==> config.mk <==
export PLATFORM = sky130hd
export DESIGN_NAME = hazard_ctrl
export DESIGN_NICKNAME = d
export VERILOG_FILES = /design/src/rtl/hazard_ctrl_pkg.sv /design/src/rtl/hazard_ctrl_muldiv_seq.sv /design/src/rtl/hazard_ctrl.sv
export SDC_FILE = /design/constraint.sdc
export NUM_CORES = 1
export LEC_CHECK = 0
export ABC_CLOCK_PERIOD_IN_PS = 2300
export BUFFER_PORTS_ARGS = -buffer_cell sky130_fd_sc_hd__buf_2
export CAP_MARGIN = 25
export CORE_AREA = 5 5 42 44
export CTS_BUF_LIST = sky130_fd_sc_hd__clkbuf_16
export DETAILED_ROUTE_END_ITERATION = 10
export DIE_AREA = 0 0 47 49
export GPL_TIMING_DRIVEN = 1
export SETUP_SLACK_MARGIN = 0.05
export SLEW_MARGIN = 20
export SYNTH_ARGS = -nofsm -noshare
export SYNTH_HDL_FRONTEND = slang
export SYNTH_SLANG_ARGS = --single-unit
==> constraint.sdc <==
create_clock -name clk -period 2.3 [get_ports clk]
set_clock_uncertainty 0.15 [all_clocks]
set_input_delay 0.115 -clock clk [delete_from_list [all_inputs] [get_ports clk]]
set_output_delay 0.115 -clock clk [all_outputs]
set_load 0.1 [all_outputs]
==> src/rtl/hazard_ctrl_pkg.sv <==
// hazard_ctrl_pkg: shared widths, FSM encoding and bubble constant for hazard_ctrl
package hazard_ctrl_pkg;
  localparam int REG_BITS = 5;
  typedef enum logic {RUN = 1'b0, MULDIV = 1'b1} state_t;
  localparam logic [31:0] NOP = 32'h0000_0013;
endpackage

==> src/rtl/hazard_ctrl_muldiv_seq.sv <==
// muldiv_seq: mul/div latency FSM; busy on stall cycles, done on the final EX cycle
module muldiv_seq
  import hazard_ctrl_pkg::*;
#(
  parameter int MULDIV_LAT = 4,
  parameter int CNT_BITS = 4
) (
  input  logic clk,
  input  logic rst,
  input  logic start,
  output logic busy,
  output logic done
);
  state_t state, state_n;
  logic [CNT_BITS-1:0] cnt, cnt_n;
  always_ff @(posedge clk) begin
    if (rst) begin
      state <= RUN;
      cnt <= '0;
    end else begin
      state <= state_n;
      cnt <= cnt_n;
    end
  end
  always_comb begin
    busy = !rst && (state == RUN ? start : (cnt > 1));
    done = !rst && state == MULDIV && cnt == 1;
    state_n = state == RUN ? (start ? MULDIV : RUN) : ((cnt > 1) ? MULDIV : RUN);
    cnt_n = state == RUN ? (start ? CNT_BITS'(MULDIV_LAT - 1) : '0) : cnt - CNT_BITS'(1);
  end
endmodule

==> src/rtl/hazard_ctrl.sv <==
// hazard_ctrl: load-use, branch-flush and mul/div stall control for the 5-stage pipeline
// Optional HAZARD_PERF_EN adds saturating stall_cycles/flush_cycles counters.
module hazard_ctrl
  import hazard_ctrl_pkg::*;
#(
  parameter int REG_BITS = hazard_ctrl_pkg::REG_BITS,
  parameter int MULDIV_LAT = 4,
  parameter int CNT_BITS = 4
) (
  input  logic                clk,
  input  logic                rst,
  input  logic [REG_BITS-1:0] IF_ID_RS,
  input  logic [REG_BITS-1:0] IF_ID_RT,
  input  logic                IF_ID_uses_rs,
  input  logic                IF_ID_uses_rt,
  input  logic                ID_EX_MemRead,
  input  logic [REG_BITS-1:0] ID_EX_RT,
  input  logic                EX_muldiv,
  input  logic                EX_branch_taken,
  output logic                PC_write,
  output logic                IF_ID_write,
  output logic                ID_EX_write,
  output logic                IF_ID_flush,
  output logic                ID_EX_flush,
  output logic                EX_MEM_flush,
  output logic                muldiv_busy,
  output logic                muldiv_done
`ifdef HAZARD_PERF_EN
  ,
  output logic [31:0]         stall_cycles,
  output logic [31:0]         flush_cycles
`endif
);
  logic lu, br_flush, lu_stall;
  muldiv_seq #(.MULDIV_LAT(MULDIV_LAT), .CNT_BITS(CNT_BITS)) u_seq (
    .clk(clk), .rst(rst), .start(EX_muldiv), .busy(muldiv_busy), .done(muldiv_done)
  );
  assign lu = ID_EX_MemRead && ID_EX_RT != '0 &&
              ((IF_ID_uses_rs && IF_ID_RS == ID_EX_RT) || (IF_ID_uses_rt && IF_ID_RT == ID_EX_RT));
  assign br_flush = !rst && !muldiv_busy && EX_branch_taken;
  assign lu_stall = !rst && !muldiv_busy && !EX_branch_taken && lu;
  always_comb begin
    PC_write = !rst && !muldiv_busy && !lu_stall;
    IF_ID_write = !rst && !muldiv_busy && !lu_stall;
    ID_EX_write = !rst && !muldiv_busy;
    IF_ID_flush = rst || br_flush;
    ID_EX_flush = rst || br_flush || lu_stall;
    EX_MEM_flush = rst || muldiv_busy;
  end
`ifdef HAZARD_PERF_EN
  always_ff @(posedge clk) begin
    if (rst) begin
      stall_cycles <= '0;
      flush_cycles <= '0;
    end else begin
      if ((muldiv_busy || lu_stall) && ~&stall_cycles) stall_cycles <= stall_cycles + 32'd1;
      if (br_flush && ~&flush_cycles) flush_cycles <= flush_cycles + 32'd1;
    end
  end
`endif
`ifndef SYNTHESIS
  // mul/div and a taken branch cannot share EX; mul/div wins in the mux
  always_ff @(posedge clk)
    if (!rst) assert (!(EX_muldiv && EX_branch_taken))
      else $error("hazard_ctrl: EX_muldiv and EX_branch_taken asserted together");
`endif
endmodule

==> results.py <==
metrics = {
    "detailed_routing": {
        "ant_nets": 0,
        "route.vias.total": 447,
        "drt_drc_violations_left": 0,
        "postRouteWirelength_um": 980,
        "avgRoutedWirePerCell_um": 9.70,
        "drt-pass1-iter-count": 1,
        "drt_iter0_markers": 0,
        "detail_route.vias_per_cell": 4.43,
    },
    "yosys": {
        "synth_top_area_share_pct": 26.0,
        "synth_flop_cell": "sky130_fd_sc_hd__dfxtp_1",
        "asyncSetResetFlopFracSynth_pct": 0,
        "number_of_cells_produced_by_synthesis": 52,
        "synth_fp_nets": 76,
        "synth-seq-area-share_pct": 24.8,
        "synthesized_flop_and_latch_total": 5,
        "post_synth_instance_area_um2": 404,
        "avgSynthCellArea_um2": 7.77,
        "dominant_cell_type_by_area_after_synthesis": "sky130_fd_sc_hd__xnor2_1",
        "post-synth-top-count-cell": "sky130_fd_sc_hd__xnor2_1",
        "synth.cells.most_frequent": "sky130_fd_sc_hd__xnor2_1 (12), sky130_fd_sc_hd__nor2_1 (8), sky130_fd_sc_hd__dfxtp_1 (5)",
        "edff_count_synth": 0,
        "ys_types": 18,
        "ys.warnings.count": 0,
        "netlist_top_cells_area": "sky130_fd_sc_hd__xnor2_1 (26%), sky130_fd_sc_hd__dfxtp_1 (25%), sky130_fd_sc_hd__nor2_1 (7.4%)",
    },
    "timing": {
        "slew_viol_final": 0,
        "finalCriticalPeriod_ns": 2.15,
        "grt_setup_unrepaired": "no",
        "worst-slew-pin-transition_ns": 0.525,
        "fmax_ghz": 0.465,
        "tns_ns": 0,
        "max_slew_margin_pct": 64.9,
        "setup_violations": 0,
        "final.hold.worst_slack_ns": 0.0334,
        "final_clock_period_utilization_by_the_worst_path_pct": 93.6,
        "hold_violations": 0,
    },
    "floorplan": {
        "floorplan.die.height_um": 49,
        "core_region_area_mm2": 0.00140,
        "placementRows": 14,
        "floorplan.io_pins": 30,
        "start_util_pct": 28.8,
        "die_width_um": 47,
        "area_of_the_die_mm2": 0.00230,
    },
    "layout": {
        "share_of_cells_above_drive_strength_1_pct": 50.6,
        "seqCellArea_um2": 103,
        "finish.utilization_pct": 49.4,
        "syn_to_final_growth_pct": 71.2,
        "multi_input_comb_area_um2": 318,
        "finish.net_count": 110,
        "fillers": 141,
        "antenna-diode-count": 0,
        "fin_cells": 101,
    },
    "clock_network": {
        "cts-root-to-sink-buffers": 2,
        "cts-buffers-inserted": 3,
        "clkSinkCount": 5,
        "tritoncts": "yes",
        "clock_latency_ns": 0.23,
        "number_of_levels_in_the_clock_h_tree": 1,
        "clkSlewWorstSetupHoldPaths_ns": 0.03,
        "cts_setup_buffers": 0,
        "root_buf_cell": "sky130_fd_sc_hd__clkbuf_16",
    },
    "placement": {
        "port_buffers": 29,
        "place.gp.congestion": 0.746,
        "dpl.hpwl_um": 845,
        "dp_cells": 96,
    },
    "grt": {
        "largest_net_degree_at_the_start_of_global_routing": 8,
        "gr-total-overflow": 0,
        "grt_pass1_wl_um": 1700,
        "first_global_vias": 459,
        "initial_antenna_violation_count": 0,
        "grt_usage_pct": 10.1,
    },
    "worst_setup_path": {
        "cp_data_required_time_ns": 2.04,
        "timing.critical_path.cells": "inv_2 -> ha_2 -> or2_0 -> a31o_2 -> nand2b_4 -> clkinvlp_4 -> a31o_4 -> buf_4",
        "data_arrival_time_of_the_critical_path_ns": 1.89,
        "startpoint_type": "register",
        "timing.critical_path.fanout_max": 4,
        "setup.worst_path.end_class": "output pin",
        "max_stage_delay_ns": 0.34,
        "worstSetupPathType": "reg -> out",
        "slowest_stage": "sky130_fd_sc_hd__dfxtp_2",
    },
    "min_path": {
        "hold_path.class": "in -> reg",
    },
    "outcome": {
        "status": "completed",
    },
    "flow_run": {
        "max_cap_violations": 0,
    },
    "power_and_ir_drop": {
        "power_per_cell_area_mw_per_mm2": 845,
        "irDropWorstVdd_v": 0.000470,
        "power.leakage_nw": 0.312,
    },
}
## layout by cell type, fill, tap and decap left out
cell type                       instances
sky130_fd_sc_hd__clkbuf_16              3
sky130_fd_sc_hd__nand2b_4               1
sky130_fd_sc_hd__xnor2_1               12
sky130_fd_sc_hd__a21oi_1                2
sky130_fd_sc_hd__nor3_1                 1
sky130_fd_sc_hd__o22ai_1                1
sky130_fd_sc_hd__a31o_4                 1
sky130_fd_sc_hd__nand4_1                2
sky130_fd_sc_hd__dlygate4sd3_1          1
sky130_fd_sc_hd__buf_4                  1
sky130_fd_sc_hd__a21o_1                 1
sky130_fd_sc_hd__a21oi_4                1
sky130_fd_sc_hd__or2_0                  1
sky130_fd_sc_hd__ha_2                   2
sky130_fd_sc_hd__nor2_1                 8
sky130_fd_sc_hd__inv_1                  1
sky130_fd_sc_hd__nand2_1                4
sky130_fd_sc_hd__inv_2                  2
sky130_fd_sc_hd__dfxtp_2                2
sky130_fd_sc_hd__nor3b_1                1
sky130_fd_sc_hd__buf_2                 28
sky130_fd_sc_hd__a31o_2                 1
sky130_fd_sc_hd__dfxtp_1                3
sky130_fd_sc_hd__clkinvlp_4             1
sky130_fd_sc_hd__or4_1                  1
sky130_fd_sc_hd__nand2b_1               3
## worst max-delay path: cells and delay by family (launching register included)
kind                       cells  cell delay [ns]
and+or+nand+nor                2             0.31
adders and majority gates      1             0.17
DFF                            1             0.34
AOI/OAI and AO/OA              2             0.49
buffers and inverters          3             0.35
## final cells by class
type                       instances  share of cell area, %
clock buffer                       3                   10.8
clock inverter                     1                  0.542
inverter                           3                   2.17
multi-input combinational         43                   45.9
sequential                         5                   14.8
tap                               16                   2.89
timing repair buffer              30                   22.8
## state kept, by name, summed over array words and instances, names as in the netlist
| signal | flops |
|---|---|
| u_seq.cnt | 4 |
| u_seq.state | 1 |
## repair_timing
item | in CTS | in global routing
resized for setup | 0 | 2
setup endpoints to repair | 0 | 1
hold endpoints to repair | 3 | 0
hold buffers | 1 | 0
## through the flow
step	setup WS (ns)	cell area [um2]	power [mW]
3_5_place_dp	0.320	601	0.305
3_3_place_gp	0.337	601	0.305
2_1_floorplan	-0.284	443	0.265
4_1_cts	0.0737	689	0.592
5_1_grt	0.0633	692	0.614
6_report	0.148	692	0.584
## report_power, final
group	total [mW]	internal (mW)	leakage, nW	switching [mW]
clock network	0.280	0.225	0.0423	0.0546
logic	0.202	0.0630	0.227	0.139
registers	0.103	0.0958	0.0419	0.00745
## cell families after synthesis
| group | count (synthesis) | synth area share, % |
|---|---|---|
| buffers and inverters | 4 | 4.64 |
| AND/OR/NAND/NOR | 22 | 26.9 |
| flip-flops | 5 | 24.8 |
| XOR/XNOR | 12 | 26.0 |
| AO/OA/AOI/OAI | 7 | 11.5 |
| adder cells (fa/ha/maj) | 2 | 6.19 |
## worst paths after layout
path	start	to	slack, ns	cells past startpoint
worst max-delay path	u_seq.cnt[0]	ID_EX_flush	0.15	8
worst min-delay path	EX_muldiv	u_seq.cnt[0]	0.03	3
worst max register to register	u_seq.cnt[0]	u_seq.state	0.99	5
worst min register to register	u_seq.state	u_seq.cnt[0]	0.37	2
## routing by layer
metal / wire [um] / vias up / global-route usage, %
met5: 0 / - / 0
met3: 152 / 4 / 3.32
li1: - / 237 / -
met1: 409 / 177 / 12.4
met2: 385 / 29 / 13.6
met4: 34 / 0 / 8.29
Note: power is estimated with default switching activity, not from simulation.
